===== src/rtl/ibex_pkg.sv =====
// Shared Ibex types for the ALU slice: operator and bit-manipulation level encodings.
package ibex_pkg;

  localparam int unsigned XLEN    = 32;
  localparam int unsigned SHAMT_W = $clog2(XLEN);

  typedef enum logic [1:0] {
    RV32BNone,
    RV32BBalanced,
    RV32BOTEarlGrey,
    RV32BFull
  } rv32b_e;

  typedef enum logic [4:0] {
    ALU_ADD,
    ALU_SUB,
    ALU_XOR,
    ALU_OR,
    ALU_AND,
    ALU_XNOR,
    ALU_ORN,
    ALU_ANDN,
    ALU_SRA,
    ALU_SRL,
    ALU_SLL,
    ALU_ROR,
    ALU_LT,
    ALU_LTU,
    ALU_GE,
    ALU_GEU,
    ALU_EQ,
    ALU_NE,
    ALU_SLT,
    ALU_SLTU,
    ALU_MIN,
    ALU_MINU,
    ALU_MAX,
    ALU_MAXU,
    ALU_CLZ
  } alu_op_e;

  // Ops that feed operand B inverted (+1 via the LSB trick) into the adder.
  function automatic logic alu_negate(alu_op_e op);
    case (op)
      ALU_SUB, ALU_EQ, ALU_NE, ALU_LT, ALU_LTU, ALU_GE, ALU_GEU,
      ALU_SLT, ALU_SLTU, ALU_MIN, ALU_MAX, ALU_MINU, ALU_MAXU: return 1'b1;
      default: return 1'b0;
    endcase
  endfunction

endpackage


===== src/rtl/ibex_alu_reg_if.sv =====
// Operand/result bundle between the execute stage and the registered ALU.
interface ibex_alu_reg_if;
  import ibex_pkg::*;

  alu_op_e                      operator_i;
  logic [XLEN-1:0]              operand_a_i;
  logic [XLEN-1:0]              operand_b_i;
  logic                         instr_first_cycle_i;
  logic [XLEN:0]                multdiv_operand_a_i;
  logic [XLEN:0]                multdiv_operand_b_i;
  logic                         multdiv_sel_i;
  logic [1:0][XLEN-1:0]         imd_val_q_i;
  logic [1:0][XLEN-1:0]         imd_val_d_o;
  logic [1:0]                   imd_val_we_o;
  logic [XLEN-1:0]              adder_result_o;
  logic [XLEN+1:0]              adder_result_ext_o;
  logic [XLEN-1:0]              result_o;
  logic                         comparison_result_o;
  logic                         is_equal_result_o;

  modport master (
    output operator_i, operand_a_i, operand_b_i, instr_first_cycle_i,
           multdiv_operand_a_i, multdiv_operand_b_i, multdiv_sel_i, imd_val_q_i,
    input  imd_val_d_o, imd_val_we_o, adder_result_o, adder_result_ext_o,
           result_o, comparison_result_o, is_equal_result_o
  );

  modport slave (
    input  operator_i, operand_a_i, operand_b_i, instr_first_cycle_i,
           multdiv_operand_a_i, multdiv_operand_b_i, multdiv_sel_i, imd_val_q_i,
    output imd_val_d_o, imd_val_we_o, adder_result_o, adder_result_ext_o,
           result_o, comparison_result_o, is_equal_result_o
  );

endinterface


===== src/rtl/ibex_alu_shifter.sv =====
// 32-bit logarithmic barrel shifter; left shifts reuse the right-shift stages on bit-reversed data.
module ibex_alu_shifter
  import ibex_pkg::*;
(
  input  logic [XLEN-1:0]    operand_i,
  input  logic [SHAMT_W-1:0] shamt_i,
  input  logic               left_i,
  input  logic               arith_i,
  output logic [XLEN-1:0]    result_o
);

  logic            fill;
  logic [XLEN-1:0] rev_in;
  logic [XLEN-1:0] shifted;

  always_comb begin
    fill = arith_i & ~left_i & operand_i[XLEN-1];
    for (int i = 0; i < XLEN; i++) begin
      rev_in[i] = left_i ? operand_i[XLEN-1-i] : operand_i[i];
    end
    shifted = rev_in;
    for (int s = 0; s < SHAMT_W; s++) begin
      if (shamt_i[s]) begin
        shifted = (shifted >> (1 << s)) | ({XLEN{fill}} & ~({XLEN{1'b1}} >> (1 << s)));
      end
    end
    for (int i = 0; i < XLEN; i++) begin
      result_o[i] = left_i ? shifted[XLEN-1-i] : shifted[i];
    end
  end

endmodule


===== src/rtl/ibex_alu_reg.sv =====
// Ibex execute-stage ALU with all results registered (one cycle latency).
// Zbb min/max/andn/orn/xnor are built only with IBEX_ALU_ZBB_EN defined and RV32B != RV32BNone.
module ibex_alu_reg
  import ibex_pkg::*;
#(
  parameter rv32b_e RV32B = RV32BNone
) (
  input  logic           clk_i,
  input  logic           rst_i,
  ibex_alu_reg_if.slave  alu
);

`ifdef IBEX_ALU_ZBB_EN
  localparam bit ZBB_EN = (RV32B != RV32BNone);
`else
  localparam bit ZBB_EN = 1'b0 && (RV32B != RV32BNone);
`endif

  logic            negate;
  logic [XLEN:0]   adder_in_a;
  logic [XLEN:0]   adder_in_b;
  logic [XLEN+1:0] adder_ext;
  logic [XLEN-1:0] adder_res;
  logic            is_equal;
  logic            lt_s;
  logic            lt_u;
  logic [XLEN-1:0] shift_res;
  logic            cmp_op;
  logic            cmp_c;
  logic [XLEN-1:0] result_c;
  logic            unused_inputs;

  assign unused_inputs = ^{alu.instr_first_cycle_i, alu.imd_val_q_i};

  assign alu.imd_val_d_o  = '0;
  assign alu.imd_val_we_o = '0;

  // Shared adder; the appended LSB turns inverted B into two's-complement subtraction.
  always_comb begin
    negate = alu_negate(alu.operator_i);
    if (alu.multdiv_sel_i) begin
      adder_in_a = alu.multdiv_operand_a_i;
      adder_in_b = alu.multdiv_operand_b_i;
    end else begin
      adder_in_a = {alu.operand_a_i, 1'b1};
      adder_in_b = {alu.operand_b_i, 1'b0} ^ {(XLEN+1){negate}};
    end
  end

  assign adder_ext = {1'b0, adder_in_a} + {1'b0, adder_in_b};
  assign adder_res = adder_ext[XLEN:1];

  assign is_equal = (alu.operand_a_i == alu.operand_b_i);
  assign lt_s     = ($signed(alu.operand_a_i) < $signed(alu.operand_b_i));
  assign lt_u     = (alu.operand_a_i < alu.operand_b_i);

  ibex_alu_shifter u_shifter (
    .operand_i (alu.operand_a_i),
    .shamt_i   (alu.operand_b_i[SHAMT_W-1:0]),
    .left_i    (alu.operator_i == ALU_SLL),
    .arith_i   (alu.operator_i == ALU_SRA),
    .result_o  (shift_res)
  );

  // Result mux; anything unrecognised or disabled yields zero.
  always_comb begin
    cmp_op   = 1'b0;
    cmp_c    = 1'b0;
    result_c = '0;
    case (alu.operator_i)
      ALU_ADD, ALU_SUB:          result_c = adder_res;
      ALU_XOR:                   result_c = alu.operand_a_i ^ alu.operand_b_i;
      ALU_OR:                    result_c = alu.operand_a_i | alu.operand_b_i;
      ALU_AND:                   result_c = alu.operand_a_i & alu.operand_b_i;
      ALU_SLL, ALU_SRL, ALU_SRA: result_c = shift_res;
      ALU_LT, ALU_SLT:   begin cmp_op = 1'b1; cmp_c = lt_s;      end
      ALU_LTU, ALU_SLTU: begin cmp_op = 1'b1; cmp_c = lt_u;      end
      ALU_GE:            begin cmp_op = 1'b1; cmp_c = ~lt_s;     end
      ALU_GEU:           begin cmp_op = 1'b1; cmp_c = ~lt_u;     end
      ALU_EQ:            begin cmp_op = 1'b1; cmp_c = is_equal;  end
      ALU_NE:            begin cmp_op = 1'b1; cmp_c = ~is_equal; end
      ALU_MIN:  if (ZBB_EN) result_c = lt_s ? alu.operand_a_i : alu.operand_b_i;
      ALU_MAX:  if (ZBB_EN) result_c = lt_s ? alu.operand_b_i : alu.operand_a_i;
      ALU_MINU: if (ZBB_EN) result_c = lt_u ? alu.operand_a_i : alu.operand_b_i;
      ALU_MAXU: if (ZBB_EN) result_c = lt_u ? alu.operand_b_i : alu.operand_a_i;
      ALU_ANDN: if (ZBB_EN) result_c = alu.operand_a_i & ~alu.operand_b_i;
      ALU_ORN:  if (ZBB_EN) result_c = alu.operand_a_i | ~alu.operand_b_i;
      ALU_XNOR: if (ZBB_EN) result_c = ~(alu.operand_a_i ^ alu.operand_b_i);
      default: ;
    endcase
    if (cmp_op) begin
      result_c = XLEN'(cmp_c);
    end
  end

  always_ff @(posedge clk_i or posedge rst_i) begin
    if (rst_i) begin
      alu.adder_result_o      <= '0;
      alu.adder_result_ext_o  <= '0;
      alu.result_o            <= '0;
      alu.comparison_result_o <= 1'b0;
      alu.is_equal_result_o   <= 1'b0;
    end else begin
      alu.adder_result_o      <= adder_res;
      alu.adder_result_ext_o  <= adder_ext;
      alu.result_o            <= result_c;
      alu.comparison_result_o <= cmp_c;
      alu.is_equal_result_o   <= is_equal;
    end
  end

endmodule


===== src/flat_wrapper.sv =====
// flat-port wrapper written by rule: the top's interface ports become plain ports
module ibex_alu_reg_flat import ibex_pkg::*;
#(
  parameter rv32b_e RV32B = RV32BNone
)
  (clk_i, rst_i, alu_operator_i, alu_operand_a_i, alu_operand_b_i, alu_instr_first_cycle_i, alu_multdiv_operand_a_i, alu_multdiv_operand_b_i, alu_multdiv_sel_i, alu_imd_val_q_i, alu_imd_val_d_o, alu_imd_val_we_o, alu_adder_result_o, alu_adder_result_ext_o, alu_result_o, alu_comparison_result_o, alu_is_equal_result_o);
  ibex_alu_reg_if alu_i ();
  input  logic clk_i;
  input  logic rst_i;
  input wire logic [$bits(alu_i.operator_i)-1:0] alu_operator_i;
  input wire logic [$bits(alu_i.operand_a_i)-1:0] alu_operand_a_i;
  input wire logic [$bits(alu_i.operand_b_i)-1:0] alu_operand_b_i;
  input wire logic [$bits(alu_i.instr_first_cycle_i)-1:0] alu_instr_first_cycle_i;
  input wire logic [$bits(alu_i.multdiv_operand_a_i)-1:0] alu_multdiv_operand_a_i;
  input wire logic [$bits(alu_i.multdiv_operand_b_i)-1:0] alu_multdiv_operand_b_i;
  input wire logic [$bits(alu_i.multdiv_sel_i)-1:0] alu_multdiv_sel_i;
  input wire logic [$bits(alu_i.imd_val_q_i)-1:0] alu_imd_val_q_i;
  output wire logic [$bits(alu_i.imd_val_d_o)-1:0] alu_imd_val_d_o;
  output wire logic [$bits(alu_i.imd_val_we_o)-1:0] alu_imd_val_we_o;
  output wire logic [$bits(alu_i.adder_result_o)-1:0] alu_adder_result_o;
  output wire logic [$bits(alu_i.adder_result_ext_o)-1:0] alu_adder_result_ext_o;
  output wire logic [$bits(alu_i.result_o)-1:0] alu_result_o;
  output wire logic [$bits(alu_i.comparison_result_o)-1:0] alu_comparison_result_o;
  output wire logic [$bits(alu_i.is_equal_result_o)-1:0] alu_is_equal_result_o;
  assign alu_i.operator_i = alu_operator_i;
  assign alu_i.operand_a_i = alu_operand_a_i;
  assign alu_i.operand_b_i = alu_operand_b_i;
  assign alu_i.instr_first_cycle_i = alu_instr_first_cycle_i;
  assign alu_i.multdiv_operand_a_i = alu_multdiv_operand_a_i;
  assign alu_i.multdiv_operand_b_i = alu_multdiv_operand_b_i;
  assign alu_i.multdiv_sel_i = alu_multdiv_sel_i;
  assign alu_i.imd_val_q_i = alu_imd_val_q_i;
  assign alu_imd_val_d_o = alu_i.imd_val_d_o;
  assign alu_imd_val_we_o = alu_i.imd_val_we_o;
  assign alu_adder_result_o = alu_i.adder_result_o;
  assign alu_adder_result_ext_o = alu_i.adder_result_ext_o;
  assign alu_result_o = alu_i.result_o;
  assign alu_comparison_result_o = alu_i.comparison_result_o;
  assign alu_is_equal_result_o = alu_i.is_equal_result_o;
  ibex_alu_reg #(.RV32B(RV32B)) u_core (.clk_i(clk_i), .rst_i(rst_i), .alu(alu_i));
endmodule

===== config.mk =====
export PLATFORM = sky130hd
export DESIGN_NAME = ibex_alu_reg_flat
export DESIGN_NICKNAME = d
export VERILOG_FILES = /design/src/rtl/ibex_pkg.sv /design/src/rtl/ibex_alu_reg_if.sv /design/src/rtl/ibex_alu_shifter.sv /design/src/rtl/ibex_alu_reg.sv /design/src/flat_wrapper.sv
export SDC_FILE = /design/constraint.sdc
export NUM_CORES = 1
export LEC_CHECK = 0
export ABC_AREA = 1
export CAP_MARGIN = 20
export CORE_MARGIN = 1.5
export CORE_UTILIZATION = 38
export DETAILED_ROUTE_END_ITERATION = 10
export PLACE_DENSITY = 0.68
export SYNTH_ARGS = -nofsm -noshare
export SYNTH_HDL_FRONTEND = slang
export SYNTH_SLANG_ARGS = --single-unit

===== constraint.sdc =====
create_clock -name clk_i -period 2.8 [get_ports clk_i]
set_input_delay 0.28 -clock clk_i [delete_from_list [all_inputs] [get_ports clk_i]]
set_output_delay 0.28 -clock clk_i [all_outputs]
set_load 0.01 [all_outputs]

Yosys cells after proc, flatten, opt, wreduce, memory -nomap -nowiden
Memories as Yosys holds them, arrays and structs flattened.
Cells that the tools add are included.
W data, S select, Z words.
{ "op_classes": {"n_addsub": 1, "n_lt_le_gt_ge": 2, "n_eq_ne": 16, "muxes": 75, "bitwise_logic": 15, "reduce_logical": 6} }
{ "ops": {"columns": ["operator", "n"], "rows": [
  ["$mux W32", 6],
  ["$pmux W32 S5", 1],
  ["$mux W33", 2],
  ["$mux W1", 65],
  ["$lt A32 B32 Y1", 2],
  ["$eq A5 B4 Y1 const B", 7],
  ["$add A33 B33 Y34", 1],
  ["$xor A33 B33 Y33", 1],
  ["$and A32 B32 Y32", 1],
  ["$eq A32 B32 Y1", 1],
  ["$or A16 B32 Y32", 1],
  ["$or A24 B32 Y32", 1],
  ["$or A28 B32 Y32", 1],
  ["$or A30 B32 Y32", 1],
  ["$or A31 B32 Y32", 1],
  ["$or A32 B32 Y32", 1],
  ["$xor A32 B32 Y32", 1],
  ["$eq A5 B5 Y1 const B", 4],
  ["$eq A5 B2 Y1 const B", 2],
  ["$reduce_or A8 Y1", 1],
  ["$pmux W1 S6", 1],
  ["$reduce_or A2 Y1", 3],
  ["$eq A5 B1 Y1 const B", 1],
  ["$eq A5 B3 Y1 const B", 1],
  ["4 further kinds", 8]
]} }
{ "totals": {"ff_bits": 100, "rom_bits": 32, "inputBits": 203, "out_inout_bits": 166, "memories": 1} }
{ "mem_list": {"columns": ["memory", "words", "word_bits", "rd", "rd_clocked_by_memory_dff", "write_ports", "line", "rtl"], "rows": [
  ["(name not given)", 32, 1, 1, 0, 0, "ibex_pkg.sv:44", "case (op)"]
]} }

Logic depth before layout (Yosys ltp)
{ "depth": {"word_depth": 17, "ltp_mapped": 26, "depth_no_buf": 25} }

Modules after synthesis
Synthesis repeated with hierarchy kept, for this count alone.
{ "unflattened": {"cells_unflattened": 1807, "hier_area_um2": 11257.0} }
{ "by_module_without_submodules": {"columns": ["module", "instances", "cells_each", "area_each_um2"], "rows": [
  ["ibex_alu_reg", 1, 1248, 8529.4],
  ["ibex_alu_shifter", 1, 559, 2727.6]
]} }

Least setup slack after synthesis
OpenSTA, ideal clock, no wires.
{ "synth_timing": {"path_type": "input port to flip-flop", "startpoint": "input port alu_operator_i[3]", "endpoint": "register u_core.alu.result_o[19] (netlist bit)", "arrival_ns": 3.190, "required_time_ns": 2.731, "path_slack_ns": -0.459, "path_stages": 24, "path_buffers": 2, "path_cell_list": "buf_4 nor2_1 nand2_1 nand3_1 nand2_1 inv_2 nand2_1 buf_2 nand2_1 ha_1 inv_1 fa_1 inv_1 nand2_1 o21ai_2 nand2_1 nand2_1 nand2_1 nand2_1 a21oi_1 o21ai_0 xor2_1 nand2_1 nand3_1"} }
{ "synth_lines": {"columns": ["item", "line", "rtl"], "rows": [
  ["from (decl)", "flat_wrapper.sv:10", "input wire logic [$bits(alu_i.operator_i)-1:0] alu_operator_i;"],
  ["$mem_v2 Z32 W1", null, null],
  ["$xor A33 B33 Y33", "ibex_alu_reg.sv:46", "adder_in_b = {alu.operand_b_i, 1'b0} ^ {(XLEN+1){negate}};"],
  ["$mux W33", "ibex_alu_reg.sv:41", "if (alu.multdiv_sel_i) begin"],
  ["$add A33 B33 Y34", "ibex_alu_reg.sv:50", "assign adder_ext = {1'b0, adder_in_a} + {1'b0, adder_in_b};"],
  ["named net u_core.adder_ext[20]", "ibex_alu_reg.sv:22", "logic [XLEN+1:0] adder_ext;"],
  ["$pmux W32 S5", "ibex_alu_reg.sv:70", "case (alu.operator_i)"],
  ["$mux W32", "ibex_alu_reg.sv:91", "if (cmp_op) begin"],
  ["named net u_core.result_c[19]", "ibex_alu_reg.sv:30", "logic [XLEN-1:0] result_c;"],
  ["to (signal assigned)", "ibex_alu_reg.sv:106", "alu.result_o <= result_c;"],
  ["to (decl)", "ibex_alu_reg_if.sv:32", "result_o, comparison_result_o, is_equal_result_o"]
]} }
The timed path passes the listed nets, and every way through them passes these cells.

Worst setup path after layout
{ "layout_timing": {"startpoint": "input port alu_operator_i[2]", "endpoint": "register u_core.alu.result_o[29] (netlist bit)"} }
Same word-level chain as after synthesis.

==> flow_summary_export.csv <==
group,metric,value,unit
route,route.met3.wl,4820,um
floorplan,floorplan.die_area,29700,um2
sta,hold_viol,0,
min_path,hold_path.class,"input port to asynchronous set/reset pin",
final_layout,antenna_cells,0,
place,io_buffers,237,
sta,slew-limit-headroom,57.2,%
floorplan,die_h,172,um
grt,grt_pass1_wl,83100,um
cts,htreeDepth,3,
yosys,synth.yosys.seq_area_share,15.6,%
cts,cts_tree,"built",
power_and_ir_drop,p_leak,8.56,nW
cts,clock_sinks,68,
sta,rsz0062_at_grt,"yes",
worst_setup_path,cpPeakStageDelay,0.40,ns
worst_setup_path,cp-start-kind,"input port",
grt,antenna_found_initial,1,
sta,slew_viol_final,0,
floorplan,initial_utilization,38.9,%
final_layout,nets,2592,
yosys,ys_warn_count,0,
worst_setup_path,required,3.09,ns
worst_setup_path,endpoint_kind,"flop",
status,outcome,"finished, violations left",
cts,path_clk_slew,0.07,ns
power_and_ir_drop,total_power,0.00712,W
route,drt_wl_total,57900,um
grt,overflow,0,
final_layout,final_cell_area,17100,um2
grt,grt_pass1_vias,13657,
route,vias,14640,
sta,setup_viol,2,
power_and_ir_drop,power_density,416,nW/um2
final_layout,fillers,2635,
yosys,ys_types,47,
floorplan,core_area,28000,um2
sta,max_freq,0.356,GHz
cts,cts.path.max_buffers,2,
sta,fin_crit_sh,100,%
final_layout,ff_latch_area,1700,um2
route,routedWlPerCell,21.9,um
yosys,syn_area_per_cell,6.22,um2
yosys,syn_area,10900,um2
route,ant_nets,0,
floorplan,fp.dieW,172,um
route,vias_per_cell,5.54,
sta,setup_ws,-0.00524,ns
route,drc,0,
yosys,ys.flop_type,"dfrtp_1",
grt,grt_max_degree,69,
job,maxCapViolCount,0,
yosys,ys_seq_elements,68,
worst_setup_path,cp_common_cell,"nand2_2",
worst_setup_path,critPathKind,"input port to flop",
cts,cts_inserted_buffers,9,
worst_setup_path,arrival,3.09,ns
power_and_ir_drop,max-vdd-ir-drop,275,uV
route,firstDrtPassIters,6,
grt,grt.total_usage,38.3,%
final_layout,utilization,61.1,%
sta,fin_setup_tns,-0.00626,ns
status,violations,"negative setup slack",
cts,cts-root-buf,"clkbuf_16",
route,drt_iter0_drc,1514,
place,hpwl,46400,um
final_layout,area_delta_synth_final,57.1,%
place,dpl_cell_area,16000,um2
floorplan,ioPinCount,369,
final_layout,multi_input_area,8570,um2
final_layout,drive_gt1_share,25.1,%
worst_setup_path,cpMaxStageDelayCell,"fa_2",
worst_setup_path,cp_max_fo,8,
floorplan,num_rows,61,
sta,worst_pin_slew,0.641,ns
place,gp_congestion,1.01,
yosys,netlist_instances,1753,
route,dr.max_layer_used,"met4",
yosys,ys_async_sr_fraction,100,%
sta,finalCriticalPeriod,2.81,ns
yosys,synth-edff-count,0,
route,wl_met1,23700,um
worst_setup_path,crit_chain,"buf_8 -> nor2_4 -> nand2_2 -> nand3_2 -> nand2_4 -> inv_4 -> buf_12 -> nor2_4 -> o21ai_1 -> o21a_1 -> inv_2 -> fa_2 -> inv_2 -> nand2_2 -> o21ai_2 -> nand2_1 -> nand2_2 -> nand4_1 -> nand2_2 -> nand4_1 -> nand2_1 -> xor2_1 -> nand2_1 -> nand3_1",
route,dr_wl_met2,25500,um
cts,ctsHoldBuffers,0,
[registers in the layout (all words and copies together) (netlist names)]
signal and cells:
u_core.alu.comparison_result_o 1, u_core.alu.result_o 32, u_core.alu.is_equal_result_o 1, u_core.alu.adder_result_ext_o 3, u_core.alu.adder_result_o 31
[final timing paths]
path / start / to / slack (ns) / cells past startpoint
setup / recovery: alu_operator_i[2] / u_core.alu.result_o[29]$_DFF_PP0_ / -0.005 / 24
min in group clk_i: alu_operand_b_i[19] / u_core.alu.result_o[19]$_DFF_PP0_ / 0.52 / 4
max in group asynchronous: rst_i / u_core.alu.adder_result_o[0]$_DFF_PP0_ / 2.13 / 3
hold / removal: rst_i / u_core.alu.result_o[15]$_DFF_PP0_ / 0.34 / 3
[worst max-delay path, delay by kind of cell]
kind,cells,cell delay (ns)
AOI/OAI and AO/OA,3,0.52
buffers and inverters,5,0.43
and+or+nand+nor,14,1.25
adders and majority gates,1,0.40
xor gates and xnor gates,1,0.21
[synthesized netlist by cell type (all sizes together) (2+ instances only)]
cell      n  area share, %
a21boi    4           0.31
or2       6           0.34
nand4    34            2.0
o21a      5           0.34
a21o      3           0.21
ha      129             15
o211a     3           0.28
a221oi   26            2.1
inv     162            5.6
nor4      4           0.23
clkbuf   39            1.3
nand3   402             19
nor2     88            3.3
o21ai   104            4.8
clkinv    5           0.17
dfrtp    68             16
a21oi    57            2.6
xnor2     4           0.32
o22ai     2           0.11
xor2     21            1.7
nand3b    2           0.14
nor3     13           0.60
and2      6           0.34
a211oi    2           0.14
o21bai    2           0.14
o211ai    2           0.14
nand2   408             14
buf     144            9.0
[cells by family (layout without fill, tap and decap cells)]
family / after synthesis / in the layout / share of synthesized area [%]
AND/OR/NAND/NOR: 963 / 963 / 39.6
buffers and inverters: 350 / 796 / 16.1
AO/OA/AOI/OAI: 216 / 216 / 11.7
adder cells (fa/ha/maj): 130 / 130 / 15.0
flip-flops: 68 / 68 / 15.6
XOR/XNOR: 25 / 25 / 2.01
other: 1 / 66 / 0.0344
[layout make-up]
type,count,area share [%]
Sequential cell,68,9.94
Clock inverter,6,0.373
Tap cell,378,2.76
Clock buffer,10,1.34
Multi-Input combinational cell,1400,50.1
Timing Repair Buffer,613,31.8
Inverter,167,3.68
[power by group]
group | internal, W | switching [W] | total [W]
logic | 0.00223 | 0.00228 | 0.00452
registers | 0.00120 | 0.000140 | 0.00134
clock network | 0.000694 | 0.000572 | 0.00127
total | 0.00412 | 0.00299 | 0.00712
[timing repair]
action	CTS	global route
pin swaps	24	47
gates resized for setup	77	131
setup buffers	8	5
endpoints found under the setup margin	57	50
[per-layer routing]
layer,vias to the layer above,track usage (%)
met5,-,0
met2,880,61.7
li1,6720,-
met4,0,21.4
met1,6881,48.9
met3,159,5.84
[through the flow]
step / std cells / hold WS [ns] / setup WS (ns)
after detailed placement: 2614 / 0.731 / -1.02
after CTS: 2638 / 0.363 / 0.00216
after global routing: 2642 / 0.414 / -0.166
after floorplan: 1818 / 0.538 / -0.0291
after global placement: 2614 / 0.728 / -0.993
final: 2642 / 0.340 / -0.00524
[layout by cell type (no fill, tap or decap), types with 19 or more instances in the layout]
cell type,Yosys,routed
inv_1,159,148
nand2_2,1,29
buf_12,0,19
dfrtp_1,68,68
a21oi_2,0,20
a221oi_1,26,25
nor2_1,85,69
conb_1,1,66
a21oi_1,57,34
o21ai_0,102,79
ha_1,129,110
nand3_1,401,384
nand4_1,34,34
clkdlybuf4s50_1,0,226
buf_4,103,355
nand2_1,407,369
No activity file was read; power rests on OpenSTA's default activity.
